<file path="src/rtl/fsm_pump_pkg.sv">
// Shared definitions for the rotating-lead sump pump controller:
// state encodings, legal pump-count range and small elaboration helpers.
package fsm_pump_pkg;

   localparam int STATE_W     = 2;
   localparam int N_PUMPS_MIN = 2;
   localparam int N_PUMPS_MAX = 8;

   typedef enum logic [STATE_W-1:0] {
      IDLE  = 2'b00,
      RUN   = 2'b01,
      FAULT = 2'b10
   } state_t;

   function automatic bit n_pumps_legal(input int n);
      return (n >= N_PUMPS_MIN) && (n <= N_PUMPS_MAX);
   endfunction

   // Keeps zero-width vectors out of the design when a clog2 collapses to 0.
   function automatic int width_min1(input int w);
      return (w < 1) ? 1 : w;
   endfunction

endpackage

</file>
<file path="src/rtl/fsm_pump_rotator_if.sv">
// Sensor-in / pump-out bundle of the pump rotator; the slave side is the
// controller, the master side is whatever drives the sensors.
interface fsm_pump_rotator_if
   import fsm_pump_pkg::*;
#(
   parameter int N_PUMPS = 2
);
   localparam int LEAD_W   = $clog2(N_PUMPS);
   localparam int DEMAND_W = $clog2(N_PUMPS + 1);

   logic [N_PUMPS-1:0]  sensors;
   logic [N_PUMPS-1:0]  pumps;
   logic [LEAD_W-1:0]   lead;
   logic [DEMAND_W-1:0] demand;
   logic [STATE_W-1:0]  state;
   logic                fault;

   modport master (output sensors, input pumps, input lead, input demand, input state, input fault);
   modport slave  (input sensors, output pumps, output lead, output demand, output state, output fault);

endinterface

</file>
<file path="src/rtl/fsm_pump_rotator_decode.sv">
// Combinational check that the level sensors form a thermometer code
// (0...01...1, all-zero included) plus a count of the asserted sensors.
module sensor_thermo_decode #(
   parameter int N_PUMPS = 2,
   parameter int COUNT_W = $clog2(N_PUMPS + 1)
) (
   input  logic [N_PUMPS-1:0] sensors,
   output logic               valid,
   output logic [COUNT_W-1:0] count
);

   logic [N_PUMPS-1:0] plus_one;

   // A thermometer code plus one is a single power of two (or wraps to zero),
   // so it shares no set bit with the original code.
   always_comb begin
      plus_one = sensors + {{(N_PUMPS-1){1'b0}}, 1'b1};
      valid    = ((sensors & plus_one) == '0);
      count    = '0;
      for (int i = 0; i < N_PUMPS; i++) begin
         count = count + COUNT_W'(sensors[i]);
      end
   end

endmodule

</file>
<file path="src/rtl/fsm_pump_rotator.sv">
// N-pump sump controller with rotating lead pump and all-on fault mode.
// Optional build macro PUMP_MIN_ON_EN adds per-pump minimum on-time timers.
module fsm_pump_rotator
   import fsm_pump_pkg::*;
#(
   parameter int N_PUMPS       = 2,
   parameter int MIN_ON_CYCLES = 4
) (
   input  logic                 clock,
   input  logic                 reset,
   fsm_pump_rotator_if.slave    bus
);

   localparam int LEAD_W   = $clog2(N_PUMPS);
   localparam int DEMAND_W = $clog2(N_PUMPS + 1);

   if (!n_pumps_legal(N_PUMPS) || (MIN_ON_CYCLES < 1)) begin : g_param_check
      $error("fsm_pump_rotator: N_PUMPS must be 2..8 and MIN_ON_CYCLES >= 1");
   end

   state_t                state_q;
   logic [N_PUMPS-1:0]    pumps_q;
   logic [LEAD_W-1:0]     lead_q;
   logic [DEMAND_W-1:0]   demand_q;
   logic                  fault_q;

   logic                  code_valid;
   logic [DEMAND_W-1:0]   code_count;
   logic [2*N_PUMPS-1:0]  doubled;
   logic [N_PUMPS-1:0]    mask;
   logic [N_PUMPS-1:0]    hold;
   logic [N_PUMPS-1:0]    pumps_d;
   logic [LEAD_W-1:0]     lead_next;

   sensor_thermo_decode #(
      .N_PUMPS (N_PUMPS),
      .COUNT_W (DEMAND_W)
   ) u_decode (
      .sensors (bus.sensors),
      .valid   (code_valid),
      .count   (code_count)
   );

   // A legal code is already the unrotated mask, so rotating it left by the
   // lead index places its k ones at lead, lead+1, ... with wraparound.
   always_comb begin
      doubled   = {bus.sensors, bus.sensors} << lead_q;
      mask      = doubled[2*N_PUMPS-1:N_PUMPS];
      pumps_d   = code_valid ? (mask | hold) : '1;
      lead_next = (lead_q == LEAD_W'(N_PUMPS - 1)) ? '0 : lead_q + LEAD_W'(1);
   end

`ifdef PUMP_MIN_ON_EN
   localparam int TIMER_W = width_min1($clog2(MIN_ON_CYCLES));

   logic [TIMER_W-1:0] timer_q [N_PUMPS];

   always_comb begin
      for (int i = 0; i < N_PUMPS; i++) begin
         hold[i] = (timer_q[i] != '0);
      end
   end

   // Every turn-on (fault entry included) arms the timer; the pump is then
   // held on until the timer drains, giving MIN_ON_CYCLES of on-time.
   always_ff @(posedge clock) begin
      if (reset) begin
         for (int i = 0; i < N_PUMPS; i++) begin
            timer_q[i] <= '0;
         end
      end else begin
         for (int i = 0; i < N_PUMPS; i++) begin
            if (pumps_d[i] && !pumps_q[i]) begin
               timer_q[i] <= TIMER_W'(MIN_ON_CYCLES - 1);
            end else if (hold[i]) begin
               timer_q[i] <= timer_q[i] - TIMER_W'(1);
            end
         end
      end
   end
`else
   assign hold = '0;
`endif

   // Illegal codes win over everything but reset; otherwise the state simply
   // follows whether any pump stays on, and the lead moves only when a run ends.
   always_ff @(posedge clock) begin
      if (reset) begin
         state_q  <= IDLE;
         pumps_q  <= '0;
         lead_q   <= '0;
         demand_q <= '0;
         fault_q  <= 1'b0;
      end else if (!code_valid) begin
         state_q  <= FAULT;
         pumps_q  <= '1;
         demand_q <= '0;
         fault_q  <= 1'b1;
      end else begin
         pumps_q  <= pumps_d;
         demand_q <= code_count;
         fault_q  <= 1'b0;
         state_q  <= (|pumps_d) ? RUN : IDLE;
         if ((state_q == RUN) && !(|pumps_d)) begin
            lead_q <= lead_next;
         end
      end
   end

   assign bus.pumps  = pumps_q;
   assign bus.lead   = lead_q;
   assign bus.demand = demand_q;
   assign bus.state  = state_q;
   assign bus.fault  = fault_q;

endmodule

</file>
<file path="src/flat_wrapper.sv">
// flat-port wrapper written by rule: the top's interface ports become plain ports
module fsm_pump_rotator_flat import fsm_pump_pkg::*;
#(
   parameter int N_PUMPS       = 2,
   parameter int MIN_ON_CYCLES = 4
)
  (clock, reset, bus_sensors, bus_pumps, bus_lead, bus_demand, bus_state, bus_fault);
  fsm_pump_rotator_if #(.N_PUMPS(N_PUMPS)) bus_i ();
  input  logic clock;
  input  logic reset;
  input wire logic [$bits(bus_i.sensors)-1:0] bus_sensors;
  output wire logic [$bits(bus_i.pumps)-1:0] bus_pumps;
  output wire logic [$bits(bus_i.lead)-1:0] bus_lead;
  output wire logic [$bits(bus_i.demand)-1:0] bus_demand;
  output wire logic [$bits(bus_i.state)-1:0] bus_state;
  output wire logic [$bits(bus_i.fault)-1:0] bus_fault;
  assign bus_i.sensors = bus_sensors;
  assign bus_pumps = bus_i.pumps;
  assign bus_lead = bus_i.lead;
  assign bus_demand = bus_i.demand;
  assign bus_state = bus_i.state;
  assign bus_fault = bus_i.fault;
  fsm_pump_rotator #(.N_PUMPS(N_PUMPS), .MIN_ON_CYCLES(MIN_ON_CYCLES)) u_core (.clock(clock), .reset(reset), .bus(bus_i));
endmodule
</file>
<file path="config.mk">
export PLATFORM = sky130hd
export DESIGN_NAME = fsm_pump_rotator_flat
export DESIGN_NICKNAME = d
export VERILOG_FILES = /design/src/rtl/fsm_pump_pkg.sv /design/src/rtl/fsm_pump_rotator_if.sv /design/src/rtl/fsm_pump_rotator_decode.sv /design/src/rtl/fsm_pump_rotator.sv /design/src/flat_wrapper.sv
export SDC_FILE = /design/constraint.sdc
export NUM_CORES = 1
export LEC_CHECK = 0
export CAP_MARGIN = 20
export CORE_AREA = 3 3 40 42
export DETAILED_ROUTE_END_ITERATION = 8
export DIE_AREA = 0 0 43 45
export GPL_TIMING_DRIVEN = 0
export SYNTH_ARGS = -nofsm -noshare
export SYNTH_HDL_FRONTEND = slang
export SYNTH_HIERARCHICAL = 1
export SYNTH_SLANG_ARGS = --single-unit
</file>
<file path="constraint.sdc">
create_clock -name clock -period 1.19 [get_ports clock]
set_input_delay 0.1785 -clock clock [delete_from_list [all_inputs] [get_ports clock]]
set_output_delay 0.1785 -clock clock [all_outputs]
set_load 0.01 [all_outputs]
</file>
==> summary.txt, run 1 <==
STATUS
------------------------------------------------------------------------------------------------------
Run status                                                                                finished clean

FINISH
------------------------------------------------------------------------------------------------------
Highest-count cells in the layout ignoring fill and taps                                  dlygate4sd2_1, dfxtp_1, clkbuf_4, nor2_1
Number of antenna repair diodes                                                                      0
Leading cell type in the layout, fill and taps excluded                                   dlygate4sd2_1
Net count reported at finish                                                                        49
Finished Layout Cells                                                                               57
Share of post-route cells with drive strength above 1                                            23.8%
Growth of design area from synthesis to finish                                                   52.7%

STA
------------------------------------------------------------------------------------------------------
Worst rel slew slack                                                                             83.8%
RSZ-0062 raised after global routing                                                                no
Minimum clock period after layout                                                              1.13 ns
Maximum achievable frequency                                                                 0.882 GHz
Number of failing hold endpoints at the final stage                                                  0
Fin Clk Skew                                                                                0.00185 ns
Part of the cycle the worst path needs                                                           95.3%
Setup TNS                                                                                         0 ns
Max-slew violations                                                                                  0
Hold slack                                                                                    0.311 ns
Transition at the pin with the smallest max-transition slack                                  0.242 ns
Setup Viol. Count Final                                                                              0
Post-route worst setup slack                                                                 0.0564 ns

YOSYS
------------------------------------------------------------------------------------------------------
Largest cells by area after synthesis                                                     dfxtp_1, ha_1, mux2i_1
Syn. warnings                                                                                        6
Cells after synthesis                                                                               26
Netlist area before placement                                                                283 sq um
Distinct cells, synth                                                                               12
Sequential area share after synthesis                                                            49.6%
Top-area cell type share of the netlist area                                                     49.6%
Mapped Avg Cell Area                                                                        10.9 sq um
Dominant cell type by area after synthesis                                                     dfxtp_1
Total nets after synthesis                                                                          32
Post-synthesis sequential element count                                                              7

POWER
------------------------------------------------------------------------------------------------------
Maximum ir drop on the vdd rail                                                                 579 uV
Leakage dissipation                                                                        0.000231 uW
PD cells                                                                                  1250 mW/mm^2
PnR Total Power                                                                                 538 uW

PLACEMENT
------------------------------------------------------------------------------------------------------
Number of instances in the placed design                                                            52
Final weighted congestion of routability-driven global placement                                 0.710
Number of buffers added on ports                                                                    11
Worst slack at placement                                                                     -0.621 ns
Placed wire-length estimate after detailed placement                                            418 um

CLOCK NETWORK
------------------------------------------------------------------------------------------------------
TritonCTS clock tree                                                                               yes
Hold_buf cts                                                                                         0
CTS H-tree depth                                                                                     1
Insertion delay to the later sink of the worst-skew pair                                       0.25 ns
Library cell used as clock root buffer                                                        clkbuf_4
TritonCTS buffer count                                                                               3
Bufs on Longest Clock Path                                                                           2
Clock transition at the register clock pins on the worst setup and hold paths after CTS        0.05 ns
Clock Sinks                                                                                          7

DIE
------------------------------------------------------------------------------------------------------
Die Footprint                                                                             0.00194 sq mm
Std cell rows                                                                                       13
Die height                                                                                       45 um
Die extent in x                                                                                  43 um
Area of the placeable core                                                                0.00128 sq mm
Initial core utilization                                                                         22.0%
Boundary pin count                                                                                  12

GRT
------------------------------------------------------------------------------------------------------
Number of antenna violations at the first check in global routing                                    0
Combined global-route utilization of all metal layers                                            6.95%
GR met1 Demand/Resource                                                                          6.85%
GR met2 Demand/Resource                                                                          9.28%
Most Crowded Layer GR                                                                             met2
First-pass GRT wire length                                                                      883 um
Gr ovfl total                                                                                        0
Number of global-route vias before repair                                                          203
GR Layer Usage met3                                                                              7.17%
Maximum number of pins on one net before global-route repair                                         9

ROUTING
------------------------------------------------------------------------------------------------------
Total number of vias                                                                               234
Routed wire length                                                                              561 um
Drt via density                                                                                   4.11
Remaining DRCs                                                                                       0
Number of nets still failing antenna checks after routing                                            0
Drt first pass iters                                                                                 4
Iteration-0 DRC count of the detailed router                                                         3
Final routed wire length divided by cell count                                                 9.84 um

FLOW RUN
------------------------------------------------------------------------------------------------------
Number of maximum-capacitance violations                                                             0

SETUP PATH
------------------------------------------------------------------------------------------------------
Crit path arrival time                                                                         0.96 ns
Required time at the worst-slack endpoint                                                      1.01 ns
Critical path launch point type                                                                   flop
Category of the critical setup timing path                                                flop to output port
Number of cells on the worst reg-to-reg path                                                         2
Setup crit end kind                                                                        output port
Highest net fanout along the worst path                                                              3

MIN PATH
------------------------------------------------------------------------------------------------------
Cells on Worst Hold Path                                                                             3
Type of the worst min-delay path                                                          input pin to flop

## what timing repair did
item                       in CTS  in global routing
pin swaps                       0                  1
setup endpoints to repair       9                  2
gates resized for setup        13                  2
setup buffers                   0                  1
## layout make-up
| cell class | instances | area (sq um) |
|---|---|---|
| Buffer | 1 | 7.51 |
| Clock buffer | 4 | 26.3 |
| Fill cell | 147 | 853 |
| Inverter | 3 | 11.3 |
| Multi-Input combinational cell | 15 | 124 |
| Sequential cell | 7 | 143 |
| Tap cell | 15 | 18.8 |
| Timing Repair Buffer | 12 | 101 |
## power by group
group          internal (uW)  switching, uW  total [uW]
Clock                    128           85.4         213
Sequential               249           5.28         254
Combinational           37.3           33.0        70.2
## cell families after synthesis
kind of cell             Yosys count  share of synthesized area (%)
adder cells (fa/ha/maj)            2                           8.85
AND/OR/NAND/NOR                    8                           19.0
AO/OA/AOI/OAI                      2                           3.54
flip-flops                         7                           49.6
buffers and inverters              4                           6.64
multiplexers                       3                           12.4
## layer usage
layer | vias up | wire length, um
met4 | 0 | 0
met2 | 11 | 262
li1 | 121 | -
met1 | 102 | 225
met3 | 0 | 72
met5 | - | 0
## flip-flops by register name, indices dropped and copies added, names as in the netlist
name and flops:
u_core/bus.demand 2, u_core/bus.lead 1, u_core/bus.state 2, u_core/bus.pumps 2
## cells in the mapped netlist
cell type  instances
a21oi_1            2
and2b_1            1
and3b_1            2
and4b_1            1
buf_4              1
dfxtp_1            7
ha_1               2
inv_1              3
mux2_4             1
mux2i_1            2
nor2_1             3
nor3b_1            1
## metrics by stage
step / instance area [sq um] / utilization (%)
6_report: 432 / 33.6
5_1_grt: 432 / 33.6
4_1_cts: 428 / 33.3
3_5_place_dp: 412 / 32.0
3_3_place_gp: 412 / 32.0
2_1_floorplan: 283 / -
## critical path, stage by stage, from the launching register on
cell,delay [ns]
dfxtp_2,0.32
buf_4,0.12
dlygate4sd2_1,0.27
## worst paths after layout
path | from | to | slack (ns)
setup / recovery | u_core/bus.state[1] | bus_state[1] | 0.06
hold / removal | bus_sensors[0] | u_core/bus.state[0] | 0.31
setup reg to reg | u_core/bus.state[1] | u_core/bus.lead | 0.21
hold reg to reg | u_core/bus.lead | u_core/bus.lead | 0.62
(Power assumes the default switching activity.)
==> run 2: changes to the inputs <==
--- a/config.mk
+++ b/config.mk
@@ -10,6 +10,8 @@
 export DETAILED_ROUTE_END_ITERATION = 8
 export DIE_AREA = 0 0 43 45
 export GPL_TIMING_DRIVEN = 0
+export REMOVE_ABC_BUFFERS = 1
+export SKIP_LAST_GASP = 1
 export SYNTH_ARGS = -nofsm -noshare
 export SYNTH_HDL_FRONTEND = slang
 export SYNTH_HIERARCHICAL = 1
==> summary.txt, run 2 (synthesized netlist as in run 1, its figures left out) <==
SETUP PATH
------------------------------------------------------------------------------------------------------
Critical path launch point type                                                              input pin   was flop
Crit path arrival time                                                                         1.24 ns   was 0.96 ns
Setup crit end kind                                                                               flop   was output port
Register-to-register setup slack                                                               0.21 ns   about the same
Required time at the worst-slack endpoint                                                      1.32 ns   was 1.01 ns
Highest net fanout along the worst path                                                              5   was 3
Category of the critical setup timing path                                                input pin to flop   was flop to output port

STA
------------------------------------------------------------------------------------------------------
Part of the cycle the worst path needs                                                           93.7%   was 95.3%
Max-slew violations                                                                                  0   unchanged
Worst rel slew slack                                                                             84.1%   was 83.8%
Setup TNS                                                                                         0 ns   unchanged
RSZ-0062 raised after global routing                                                                no   unchanged
Setup Viol. Count Final                                                                              0   unchanged
Fin Clk Skew                                                                                0.00219 ns   was 0.00185 ns
Minimum clock period after layout                                                              1.12 ns   was 1.13 ns
Maximum achievable frequency                                                                 0.897 GHz   was 0.882 GHz
Transition at the pin with the smallest max-transition slack                                  0.238 ns   was 0.242 ns
Number of failing hold endpoints at the final stage                                                  0   unchanged

CLOCK NETWORK
------------------------------------------------------------------------------------------------------
Clock Sinks                                                                                          7   unchanged
TritonCTS clock tree                                                                               yes   unchanged
Insertion delay to the later sink of the worst-skew pair                                       0.24 ns   was 0.25 ns
Bufs on Longest Clock Path                                                                           2   unchanged
Hold_buf cts                                                                                         0   unchanged
Clock transition at the register clock pins on the worst setup and hold paths after CTS        0.05 ns   about the same
TritonCTS buffer count                                                                               3   unchanged
Library cell used as clock root buffer                                                        clkbuf_4   unchanged
CTS H-tree depth                                                                                     1   unchanged

DIE
------------------------------------------------------------------------------------------------------
Initial core utilization                                                                         22.0%   unchanged
Std cell rows                                                                                       13   unchanged
Die extent in x                                                                                  43 um   unchanged
Area of the placeable core                                                                0.00128 sq mm   unchanged
Boundary pin count                                                                                  12   unchanged
Die Footprint                                                                             0.00194 sq mm   unchanged
Die height                                                                                       45 um   unchanged

FINISH
------------------------------------------------------------------------------------------------------
Non-Filler Cell Area, Final                                                                  430 sq um   was 432 sq um
Net count reported at finish                                                                        49   unchanged
Highest-count cells in the layout ignoring fill and taps                                  dlygate4sd2_1, dfxtp_1, clkbuf_4, nor2_1   unchanged
Number of inserted filler cells in the final layout                                                144   was 147
Sequential cell area                                                                         141 sq um   was 143 sq um
Number of antenna repair diodes                                                                      0   unchanged
Growth of design area from synthesis to finish                                                   52.2%   was 52.7%
Leading cell type in the layout, fill and taps excluded                                   dlygate4sd2_1   unchanged
Share of post-route cells with drive strength above 1                                            21.4%   was 23.8%
Area taken by multi-input logic gates                                                        124 sq um   unchanged

GRT
------------------------------------------------------------------------------------------------------
Gr ovfl total                                                                                        0   unchanged
Combined global-route utilization of all metal layers                                            6.09%   was 6.95%
Number of antenna violations at the first check in global routing                                    0   unchanged
Maximum number of pins on one net before global-route repair                                         9   unchanged
First-pass GRT wire length                                                                      821 um   was 883 um
Number of global-route vias before repair                                                          210   was 203

ROUTING
------------------------------------------------------------------------------------------------------
Iteration-0 DRC count of the detailed router                                                         3   unchanged
Drt via density                                                                                   4.05   was 4.11
Number of nets still failing antenna checks after routing                                            0   unchanged
Total number of vias                                                                               231   was 234
Drt first pass iters                                                                                 4   unchanged
Remaining DRCs                                                                                       0   unchanged
Final routed wire length divided by cell count                                                 8.63 um   was 9.84 um
Routed wire length                                                                              492 um   was 561 um

PLACEMENT
------------------------------------------------------------------------------------------------------
Final weighted congestion of routability-driven global placement                                 0.711   was 0.710
Number of buffers added on ports                                                                    11   unchanged
Placed cell areas                                                                            404 sq um   was 412 sq um
Placed wire-length estimate after detailed placement                                            361 um   was 418 um

POWER
------------------------------------------------------------------------------------------------------
Leakage dissipation                                                                        0.000229 uW   was 0.000231 uW
Maximum ir drop on the vdd rail                                                                 624 uV   was 579 uV
PD cells                                                                                  1230 mW/mm^2   was 1250 mW/mm^2

FLOW RUN
------------------------------------------------------------------------------------------------------
Number of maximum-capacitance violations                                                             0   unchanged

STATUS
------------------------------------------------------------------------------------------------------
Run status                                                                                finished clean   unchanged

MIN PATH
------------------------------------------------------------------------------------------------------
Type of the worst min-delay path                                                          input pin to flop   unchanged

-- run 2: cell counts in the layout (fill, tap and decap cells not counted) --
Identical to the previous run, type by type.
-- run 2: cell type report --
class | count | area share (%)
Tap cell | 15 | 4.36
Timing Repair Buffer | 13 | 25.3
Inverter | 3 | 2.62
Multi-Input combinational cell | 15 | 28.8
Clock buffer | 4 | 6.10
Sequential cell | 7 | 32.8
-- run 2: stage by stage --
step | hold WS, ns | total power [uW] | setup slack [ns] | instances | utilization [%]
after floorplan | 0.245 | 289 | 0.0802 | 25 | -
after global placement | 0.621 | 336 | -0.576 | 51 | 31.5
after detailed placement | 0.627 | 337 | -0.599 | 51 | 31.5
after CTS | 0.453 | 539 | -0.0153 | 55 | 32.6
after global routing | 0.344 | 566 | 0.0175 | 57 | 33.5
final | 0.300 | 530 | 0.0750 | 57 | 33.5
-- run 2: repair_timing --
item / in CTS / in global routing
hold endpoints to repair: 0 / 0
setup buffers: 0 / 2
gates resized for setup: 12 / 2
pin swaps: 0 / 1
setup endpoints to repair: 9 / 1
-- run 2: worst max-delay path, stage by stage --
cell	delay, ns
dlygate4sd2_1	0.29
ha_1	0.20
inv_2	0.07
and4b_1	0.21
mux2_4	0.29
-- run 2: power breakdown --
part | total [uW] | internal [uW] | leakage, uW | switching [uW]
Clock | 207 | 127 | 0.0000150 | 79.2
Sequential | 253 | 249 | 0.0000584 | 4.76
Combinational | 70.3 | 37.8 | 0.000156 | 32.5
-- run 2: layer usage --
metal / wire length [um] / global-route usage [%] / part of all wire, % / up-vias
met5: 0 / 0 / 0 / -
li1: - / - / - / 119
met1: 209 / 5.83 / 42 / 102
met3: 51 / 4.78 / 10 / 0
met2: 230 / 9.28 / 47 / 10
met4: 0 / 3.61 / 0 / 0
-- run 2: path summary, 6_finish.rpt --
check | start | to | cells after the start
hold / removal | bus_sensors[0] | u_core/bus.state[0] | 3
setup / recovery | bus_sensors[1] | u_core/bus.lead | 5
hold reg to reg | u_core/bus.lead | u_core/bus.lead | 2
setup reg to reg | u_core/bus.state[1] | u_core/bus.lead | 2
==> run 3: changes to the inputs <==
--- a/config.mk
+++ b/config.mk
@@ -5,6 +5,7 @@
 export SDC_FILE = /design/constraint.sdc
 export NUM_CORES = 1
 export LEC_CHECK = 0
+export ABC_AREA = 1
 export CAP_MARGIN = 20
 export CORE_AREA = 3 3 40 42
 export DETAILED_ROUTE_END_ITERATION = 8
==> summary.txt, run 3 <==
DIE
------------------------------------------------------------------------------------------------------
Die height                                                                                       45 um   unchanged
Initial core utilization                                                                         23.0%   was 22.0%
Area of the placeable core                                                                0.00128 sq mm   unchanged
Std cell rows                                                                                       13   unchanged
Die extent in x                                                                                  43 um   unchanged
Boundary pin count                                                                                  12   unchanged
Die Footprint                                                                             0.00194 sq mm   unchanged

POWER
------------------------------------------------------------------------------------------------------
Maximum ir drop on the vdd rail                                                                 222 uV   was 624 uV
Net switching fraction of the power                                                              24.3%   was 21.9%
Leakage dissipation                                                                        0.000251 uW   was 0.000229 uW
PD cells                                                                                  1250 mW/mm^2   was 1230 mW/mm^2
Portion of total power attributed to combinational logic                                         14.9%   was 13.3%
Reg power frac                                                                                   46.4%   was 47.8%
Switching pwr                                                                                   134 uW   was 116 uW
Part of the total power dissipated in the clock network                                          38.7%   was 39.0%
Internal Power                                                                                  415 uW   was 414 uW

STA
------------------------------------------------------------------------------------------------------
Minimum clock period after layout                                                              1.09 ns   was 1.12 ns
Setup Viol. Count Final                                                                              0   unchanged
Transition at the pin with the smallest max-transition slack                                  0.166 ns   was 0.238 ns
RSZ-0062 raised after global routing                                                                no   unchanged
Post-route worst setup slack                                                                  0.100 ns   was 0.0750 ns
Worst rel slew slack                                                                             88.8%   was 84.1%
Part of the cycle the worst path needs                                                           91.6%   was 93.7%
Maximum achievable frequency                                                                 0.918 GHz   was 0.897 GHz
Hold slack                                                                                    0.463 ns   was 0.300 ns
Number of failing hold endpoints at the final stage                                                  0   unchanged
Setup TNS                                                                                         0 ns   unchanged
Fin Clk Skew                                                                                0.00633 ns   was 0.00219 ns
Max-slew violations                                                                                  0   unchanged

SETUP PATH
------------------------------------------------------------------------------------------------------
Delay of the slowest cell on the worst path                                                    0.38 ns   was 0.29 ns
Critical path buffers and inverters                                                                  1   was 2
Highest net fanout along the worst path                                                              7   was 5
R2R Path End                                                                              u_core/bus.lead   unchanged
Register-to-register setup slack                                                               0.27 ns   was 0.21 ns
Critical path launch point type                                                                   flop   was input pin
Slowest cell on the critical path                                                              dfxtp_2   was dlygate4sd2_1
Crit path arrival time                                                                         0.91 ns   was 1.24 ns
Kind of cell adding the most delay to the critical path                                     flip-flops   was buffers and inverters
Origin of the critical flop-to-flop path                                                  u_core/bus.lead   was u_core/bus.state[1]
Category of the critical setup timing path                                                flop to output port   was input pin to flop
Crit path cell chain                                                                      dlygate4sd2_1   was dlygate4sd2_1 -> ha_1 -> inv_2 -> and4b_1 -> mux2_4
Number of cells on the worst reg-to-reg path                                                         6   was 2
Required time at the worst-slack endpoint                                                      1.01 ns   was 1.32 ns
Setup crit end kind                                                                        output port   was flop

PLACEMENT
------------------------------------------------------------------------------------------------------
Final weighted congestion of routability-driven global placement                                 0.753   was 0.711
Number of buffers added on ports                                                                    11   unchanged
Worst slack at placement                                                                     -0.429 ns   was -0.599 ns
Placed wire-length estimate after detailed placement                                            402 um   was 361 um
Placed cell areas                                                                            417 sq um   was 404 sq um
Number of instances in the placed design                                                            64   was 51

YOSYS
------------------------------------------------------------------------------------------------------
Mapped Avg Cell Area                                                                        7.57 sq um   was 10.9 sq um
Post-synthesis sequential element count                                                              7   unchanged
Netlist area before placement                                                                295 sq um   was 283 sq um
Dominant cell type by area after synthesis                                                     dfxtp_1   unchanged
Cells after synthesis                                                                               39   was 26
Most used standard cells in the synthesized netlist                                       inv_1, nor2_1, dfxtp_1   was dfxtp_1, inv_1, nor2_1
Post-synth top flop                                                                            dfxtp_1   unchanged
Syn. warnings                                                                                        6   unchanged
Post-synth EDFFs                                                                                     0   unchanged
Distinct cells, synth                                                                               10   was 12
Async set or reset register ratio after synthesis                                                   0%   unchanged
Sequential area share after synthesis                                                            47.5%   was 49.6%
Top-area cell type share of the netlist area                                                     47.5%   was 49.6%
Largest cells by area after synthesis                                                     dfxtp_1, inv_1, nor2_1   was dfxtp_1, ha_1, mux2i_1

GRT
------------------------------------------------------------------------------------------------------
Gr ovfl total                                                                                        0   unchanged
Maximum number of pins on one net before global-route repair                                         8   was 9
First-pass GRT wire length                                                                      841 um   was 821 um
Number of global-route vias before repair                                                          220   was 210
Number of antenna violations at the first check in global routing                                    0   unchanged
Combined global-route utilization of all metal layers                                            6.02%   was 6.09%

MIN PATH
------------------------------------------------------------------------------------------------------
Type of the worst min-delay path                                                          input pin to flop   unchanged
Capture endpoint of the worst hold path                                                   u_core/bus.pumps[1]   was u_core/bus.state[0]
Cells on Worst Hold Path                                                                             5   was 3
HP Start                                                                                  bus_sensors[0]   unchanged

FINISH
------------------------------------------------------------------------------------------------------
Share of post-route cells with drive strength above 1                                            14.8%   was 21.4%
Non-Filler Cell Area, Final                                                                  439 sq um   was 430 sq um
Number of inserted filler cells in the final layout                                                144   unchanged
Net count reported at finish                                                                        61   was 49
Leading cell type in the layout, fill and taps excluded                                   dlygate4sd2_1   unchanged
Finished Layout Cells                                                                               69   was 57
Highest-count cells in the layout ignoring fill and taps                                  dlygate4sd2_1, nor2_1, inv_1, nand2_1, dfxtp_1   was dlygate4sd2_1, dfxtp_1, clkbuf_4, nor2_1
Growth of design area from synthesis to finish                                                   48.7%   was 52.2%
Number of antenna repair diodes                                                                      0   unchanged

FLOW RUN
------------------------------------------------------------------------------------------------------
Number of maximum-capacitance violations                                                             0   unchanged

ROUTING
------------------------------------------------------------------------------------------------------
Final routed wire length divided by cell count                                                 7.35 um   was 8.63 um
Number of nets still failing antenna checks after routing                                            0   unchanged
Routed wire length                                                                              507 um   was 492 um
Drt via density                                                                                   3.80   was 4.05
Drt first pass iters                                                                                 3   was 4
Remaining DRCs                                                                                       0   unchanged
Total number of vias                                                                               262   was 231
Iteration-0 DRC count of the detailed router                                                         2   was 3

CLOCK NETWORK
------------------------------------------------------------------------------------------------------
Library cell used as clock root buffer                                                        clkbuf_4   unchanged
TritonCTS buffer count                                                                               3   unchanged
Insertion delay to the later sink of the worst-skew pair                                       0.25 ns   was 0.24 ns
Hold_buf cts                                                                                         0   unchanged
Clock Sinks                                                                                          7   unchanged
Bufs on Longest Clock Path                                                                           2   unchanged
CTS H-tree depth                                                                                     1   unchanged
Clock transition at the register clock pins on the worst setup and hold paths after CTS        0.05 ns   about the same
TritonCTS clock tree                                                                               yes   unchanged

STATUS
------------------------------------------------------------------------------------------------------
Run status                                                                                finished clean   unchanged

run 3: changes by cell type after synthesis:
cell and delta:
a21oi_1 -1, a41oi_1 +1, and2b_1 -1, and3b_1 -2
and4b_1 -1, inv_1 +6, mux2_4 -1, mux2i_1 -2
nand2_1 +6, nand4_1 +1, nor2_1 +6, nor2_2 +2
nor3b_1 -1
run 3: metal layers:
metal	up-vias	GRT usage [%]	share of wire [%]
met2	11	8.68	43
met1	104	7.32	46
met4	0	7.23	3.9
met3	2	0.398	6.7
li1	145	-	-
met5	-	0	0
run 3: how the worst max path moves through the flow:
stage                    startpoint               to  cells past startpoint
floorplan            bus_sensors[0]  u_core/bus.lead                      8
global placement     bus_sensors[0]  u_core/bus.lead                      9
detailed placement   bus_sensors[0]  u_core/bus.lead                      9
CTS                 u_core/bus.lead         bus_lead                      1
global route         bus_sensors[0]  u_core/bus.lead                      9
finish              u_core/bus.lead         bus_lead                      1
run 3: area by class of cell:
class,count,area [sq um],share of cell area (%)
clock buffer,4,26.3,5.98
inverter,9,33.8,7.69
sequential,7,141,32.2
timing repair buffer,12,105,23.9
tap,15,18.8,4.27
multi-input combinational,22,114,25.9
run 3: cells by family after synthesis:
group                    after synthesis  share of synthesized area (%)
AND/OR/NAND/NOR                       18                           25.4
buffers and inverters                 10                           14.0
flip-flops                             7                           47.5
AO/OA/AOI/OAI                          2                           4.66
adder cells (fa/ha/maj)                2                           8.47
run 3: power by group through the flow:
stage | sequential [uW] | combinational [uW] | clock (uW)
finish | 255 | 82.0 | 212
detailed placement | 260 | 91.1 | 0
global route | 257 | 91.4 | 233
CTS | 255 | 83.3 | 218
floorplan | 268 | 33.5 | 0
global placement | 260 | 90.6 | 0
run 3: through the flow:
| step | util, % | total power [uW] |
|---|---|---|
| after floorplan | - | 301 |
| after global placement | 32.4 | 350 |
| after global routing | 34.2 | 581 |
| after CTS | 34.2 | 556 |
| final | 34.2 | 549 |
| after detailed placement | 32.4 | 351 |
run 3: timing repair:
action,4_1_cts,5_1_grt
gates resized for setup,12,0
setup endpoints to repair,12,0
setup buffers,1,0
hold endpoints to repair,0,0
